<file path="src/rtl/fetch_pkg.sv">
// rtl/fetch_pkg.sv - shared state encoding, opcodes and instruction-register field positions
package fetch_pkg;

    typedef enum logic [1:0] {
        ST_FETCH = 2'd0,
        ST_ISSUE = 2'd1,
        ST_HALT  = 2'd2
    } state_t;

    localparam logic [3:0] OP_NOP  = 4'b0000;
    localparam logic [3:0] OP_HALT = 4'b1111;

    localparam int IR_W      = 8;
    localparam int IR_OP_HI  = 7;
    localparam int IR_OP_LO  = 4;
    localparam int IR_RD_HI  = 3;
    localparam int IR_RD_LO  = 2;
    localparam int IR_RS2_HI = 1;
    localparam int IR_RS2_LO = 0;

endpackage

</file>
<file path="src/rtl/pc_counter.sv">
// rtl/pc_counter.sv - program counter with reset value, parallel load and wrapping increment
module pc_counter #(
    parameter int              PC_W     = 8,
    parameter logic [PC_W-1:0] RESET_PC = '0
) (
    input  logic            clk,
    input  logic            rst,
    input  logic            i_load,
    input  logic [PC_W-1:0] i_load_val,
    input  logic            i_inc,
    output logic [PC_W-1:0] o_pc
);

    logic [PC_W-1:0] r_pc;

    // Load beats increment; the increment wraps naturally at the register width
    always_ff @(posedge clk) begin
        if (rst) begin
            r_pc <= RESET_PC;
        end else if (i_load) begin
            r_pc <= i_load_val;
        end else if (i_inc) begin
            r_pc <= r_pc + PC_W'(1);
        end
    end

    assign o_pc = r_pc;

endmodule

</file>
<file path="src/rtl/fetch_unit.sv">
// rtl/fetch_unit.sv - FETCH/ISSUE/HALT instruction fetch FSM with IR; FETCH_JUMP_EN adds jmp_en/jmp_addr
module fetch_unit
    import fetch_pkg::*;
#(
    parameter int              PC_W     = 8,
    parameter logic [PC_W-1:0] RESET_PC = '0
) (
    input  logic            clk,
    input  logic            rst,
`ifdef FETCH_JUMP_EN
    input  logic            jmp_en,
    input  logic [PC_W-1:0] jmp_addr,
`endif
    output logic            imem_req,
    output logic [PC_W-1:0] imem_addr,
    input  logic [IR_W-1:0] imem_rdata,
    input  logic            imem_ack,
    input  logic            pc_en,
    output logic [3:0]      op,
    output logic [1:0]      rd,
    output logic [1:0]      rs2,
    output logic            instr_valid,
    output logic            halted
);

    state_t          r_state;
    state_t          w_state_nxt;
    logic [IR_W-1:0] r_ir;
    logic            w_ir_load;
    logic            w_pc_step;
    logic            w_pc_load;
    logic            w_pc_inc;
    logic [PC_W-1:0] w_pc_target;
    logic [PC_W-1:0] w_pc;

    // State register; reset also abandons any outstanding memory request
    always_ff @(posedge clk) begin
        if (rst) begin
            r_state <= ST_FETCH;
        end else begin
            r_state <= w_state_nxt;
        end
    end

    // Next state: ack only counts in FETCH, pc_en only counts in ISSUE, HALT is sticky
    always_comb begin
        w_state_nxt = r_state;
        w_ir_load   = 1'b0;
        w_pc_step   = 1'b0;
        case (r_state)
            ST_FETCH: begin
                if (imem_ack) begin
                    w_ir_load   = 1'b1;
                    w_state_nxt = (imem_rdata[IR_OP_HI:IR_OP_LO] == OP_HALT) ? ST_HALT : ST_ISSUE;
                end
            end
            ST_ISSUE: begin
                if (pc_en) begin
                    w_pc_step   = 1'b1;
                    w_state_nxt = ST_FETCH;
                end
            end
            ST_HALT: begin
                w_state_nxt = ST_HALT;
            end
            default: begin
                w_state_nxt = ST_FETCH;
            end
        endcase
    end

    // Instruction register captures the returned word on the accepting edge
    always_ff @(posedge clk) begin
        if (rst) begin
            r_ir <= '0;
        end else if (w_ir_load) begin
            r_ir <= imem_rdata;
        end
    end

`ifdef FETCH_JUMP_EN
    assign w_pc_load   = w_pc_step & jmp_en;
    assign w_pc_target = jmp_addr;
`else
    assign w_pc_load   = 1'b0;
    assign w_pc_target = RESET_PC;
`endif
    assign w_pc_inc = w_pc_step & ~w_pc_load;

    pc_counter #(
        .PC_W     (PC_W),
        .RESET_PC (RESET_PC)
    ) u_pc (
        .clk        (clk),
        .rst        (rst),
        .i_load     (w_pc_load),
        .i_load_val (w_pc_target),
        .i_inc      (w_pc_inc),
        .o_pc       (w_pc)
    );

    assign imem_req    = (r_state == ST_FETCH);
    assign imem_addr   = w_pc;
    assign instr_valid = (r_state == ST_ISSUE);
    assign halted      = (r_state == ST_HALT);
    assign op          = instr_valid ? r_ir[IR_OP_HI:IR_OP_LO] : OP_NOP;
    assign rd          = r_ir[IR_RD_HI:IR_RD_LO];
    assign rs2         = r_ir[IR_RS2_HI:IR_RS2_LO];

endmodule

</file>
<file path="config.mk">
export PLATFORM = sky130hd
export DESIGN_NAME = fetch_unit
export DESIGN_NICKNAME = d
export VERILOG_FILES = /design/src/rtl/fetch_pkg.sv /design/src/rtl/pc_counter.sv /design/src/rtl/fetch_unit.sv
export SDC_FILE = /design/constraint.sdc
export NUM_CORES = 1
export LEC_CHECK = 0
export ABC_AREA = 1
export CAP_MARGIN = 25
export CELL_PAD_IN_SITES_DETAIL_PLACEMENT = 1
export CELL_PAD_IN_SITES_GLOBAL_PLACEMENT = 2
export CORE_ASPECT_RATIO = 0.7
export CORE_MARGIN = 5
export CORE_UTILIZATION = 25
export CTS_BUF_LIST = sky130_fd_sc_hd__clkbuf_2
export DETAILED_ROUTE_END_ITERATION = 16
export HOLD_SLACK_MARGIN = 0.03
export PLACE_DENSITY = 0.86
export REMOVE_ABC_BUFFERS = 1
export SLEW_MARGIN = 0
export SYNTH_ARGS = -nofsm -noshare
export SYNTH_HDL_FRONTEND = slang
export SYNTH_SLANG_ARGS = --single-unit
export TNS_END_PERCENT = 100
</file>
<file path="constraint.sdc">
create_clock -name clk -period 1.5 [get_ports clk]
set_input_delay 0.3 -clock clk [delete_from_list [all_inputs] [get_ports clk]]
set_output_delay 0.3 -clock clk [all_outputs]
set_load 0.01 [all_outputs]
</file>
==> impl_metrics.json <==
{
  "r2r_slack_ns": 0.28,
  "rr_worst_depth": 7,
  "ys_seq_area_share_pct": 41.0,
  "use_met1_pct": 12.0,
  "syn_area_um2": 880,
  "seq_power_share_pct": 56.5,
  "cp-startpoint": "r_state[1]",
  "hpwl_mm": 1.85,
  "worstPathArrival_ns": 1.08,
  "powerDensity_mw_per_mm2": 704,
  "diodes": 0,
  "tightest_slew_ns": 0.331,
  "cts_max_level": 1,
  "nets": 165,
  "swShare_pct": 28.6,
  "tns_ns": 0,
  "cp_data_required_time_ns": 1.20,
  "io_pins": 31,
  "drive_above_1_share_pct": 34.4,
  "setup_violations": 0,
  "ctsHoldBuffers": 0,
  "critPathCapture": "halted",
  "crit_path_start_kind": "register",
  "grt_usage_pct": 9.72,
  "p_switching_uw": 259,
  "synth_top_area_share_pct": 41.0,
  "post-route-period-util_pct": 92.1,
  "grt_first_pass_wirelength_mm": 3.66,
  "die_h_um": 59.6,
  "std_cell_rows": 18,
  "drt_iter0_markers": 19,
  "ys_seq_elements": 18,
  "cts_sinks": 18,
  "synthCells": 111,
  "power.static_leakage_uw": 0.000649,
  "ctsRootBufferMaster": "clkbuf_2",
  "route.detailed.drc": 0,
  "place_area_mm2": 0.00125,
  "area_growth_pct": 46.4,
  "clk_latency_ns": 0.29,
  "grt_antenna_before_repair": 0,
  "synth.largest_area_cell": "dfxtp_1",
  "finClkSkew_ns": 0.00720,
  "gr-max-usage-layer": "met2",
  "netlist_top_cells_area": "dfxtp_1 41%, nor2_1 8.5%, nand2_1 7.3%, o21ai_2 6.0%, inv_1 5.1%",
  "clk_pin_slew_worst_paths_ns": 0.17,
  "cp_max_fo": 3,
  "start_util_pct": 25.5,
  "rsz0062_at_grt": "false",
  "avgViaCountPerCell": 4.09,
  "dr.pass1.iters": 2,
  "grt_pass1_vias": 835,
  "reg2reg_from": "u_pc.o_pc[0]",
  "setup.worst_path.class": "register to primary output",
  "ant_nets": 0,
  "status": "complete, no violations",
  "drv_cap": 0,
  "die_w_um": 80.9,
  "grt_overflow": 0,
  "final_common_cell": "nor2_1",
  "p_clk_share_pct": 22.8,
  "yosysWarnings": 0,
  "final_cell_mix": "19 x nor2_1, 16 x nand2_1, 12 x dlygate4sd2_1",
  "tritoncts": "built",
  "hold_ws_ns": 0.484,
  "gr-usage-met2_pct": 16.7,
  "synth.distinct_cells": 21,
  "hold_viol_final": 0,
  "report.final.slew_viol_count": 0,
  "reg2reg_to": "u_pc.o_pc[6]",
  "ir_worst_vdd_mv": 0.311,
  "hp-class": "register to register",
  "use_met3_pct": 4.26,
  "core_area_mm2": 0.00345,
  "port_buffers": 30,
  "gp_congestion": 0.766,
  "min_period_ns": 1.38,
  "dieArea_mm2": 0.00482,
  "design_area_mm2": 0.00129,
  "relSlewSlack_pct": 77.9,
  "routedWlPerCell_um": 11.0,
  "max_freq_mhz": 724,
  "endpoint_kind": "primary output",
  "synth_area_per_cell_um2": 7.92,
  "p_int_uw": 647,
  "wirelength_mm": 2.21,
  "total_power_uw": 907,
  "grt_max_degree": 13,
  "cts_buffers": 3,
  "cts.path.max_buffers": 2,
  "p_comb_share_pct": 20.7,
  "num_vias": 822
}
per-stage QoR:
step,worst slack [ns],std cells,util [%]
final,0.118,201,37.4
after global routing,0.0345,201,37.4
after CTS,-0.0279,201,37.8
after detailed placement,0.00143,192,36.4
after global placement,0.0573,192,36.4
after floorplan,0.341,105,-
how the worst min path moves through the flow:
stage,start,depth (start not counted),endpoint
finish,r_ir[4],2,r_ir[4]
global route,r_ir[5],2,r_ir[5]
CTS,r_ir[5],2,r_ir[5]
detailed placement,r_ir[4],2,r_ir[4]
global placement,r_ir[4],2,r_ir[4]
floorplan,rst,1,r_state[0]
synthesized netlist by cell type:
master,n
inv_2,1
nor2_4,1
o21a_1,1
a21oi_2,3
xor2_1,2
nand3_4,1
nand2_2,1
nand2_1,17
nor2_2,5
buf_4,5
nor2_8,1
o21ai_2,6
o21ai_0,2
nor2_1,20
nand3_1,5
ha_1,1
a21oi_1,7
buf_8,1
nand4_1,1
dfxtp_1,18
inv_1,12
worst max-delay path, cell delays in order (launching register included):
cell and delay (ns):
dfxtp_2 0.37, inv_2 0.05, nor2_1 0.09, dlygate4sd2_1 0.28
cells by family after synthesis:
| family | count (synthesis) | synth area share [%] |
|---|---|---|
| buffers and inverters | 19 | 11.5 |
| XOR/XNOR | 2 | 1.99 |
| AND/OR/NAND/NOR | 52 | 29.2 |
| AO/OA/AOI/OAI | 19 | 14.9 |
| flip-flops | 18 | 41.0 |
| adder cells (fa/ha/maj) | 1 | 1.42 |
metal layers:
| layer | routed length, um | vias to the layer above |
|---|---|---|
| met4 | 0 | 0 |
| li1 | - | 426 |
| met1 | 1100 | 378 |
| met2 | 986 | 18 |
| met5 | 0 | - |
| met3 | 124 | 0 |
flip-flops by register name, summed over array words and instances, names as in the netlist:
signal / flops
r_state: 2
u_pc.o_pc: 8
r_ir: 8
power by group through the flow:
stage	Combinational, uW	Clock, uW	Sequential, uW
after global routing	206	247	515
after detailed placement	201	0	525
after CTS	194	219	512
after floorplan	83.6	0	530
final	188	207	512
after global placement	196	0	524
area by class of cell:
class	instances	area, um^2
inverter	13	48.8
sequential	18	374
clock inverter	1	3.75
timing repair buffer	42	360
clock buffer	3	15.0
multi-input combinational	74	423
fill	433	2160
tap	50	62.6
repair_timing:
item | 4_1_cts | 5_1_grt
setup endpoints to repair | 19 | 5
pin swaps | 0 | 1
setup buffers | 5 | 0
gates resized for setup | 39 | 9
Note: power is estimated with default switching activity, not from simulation.
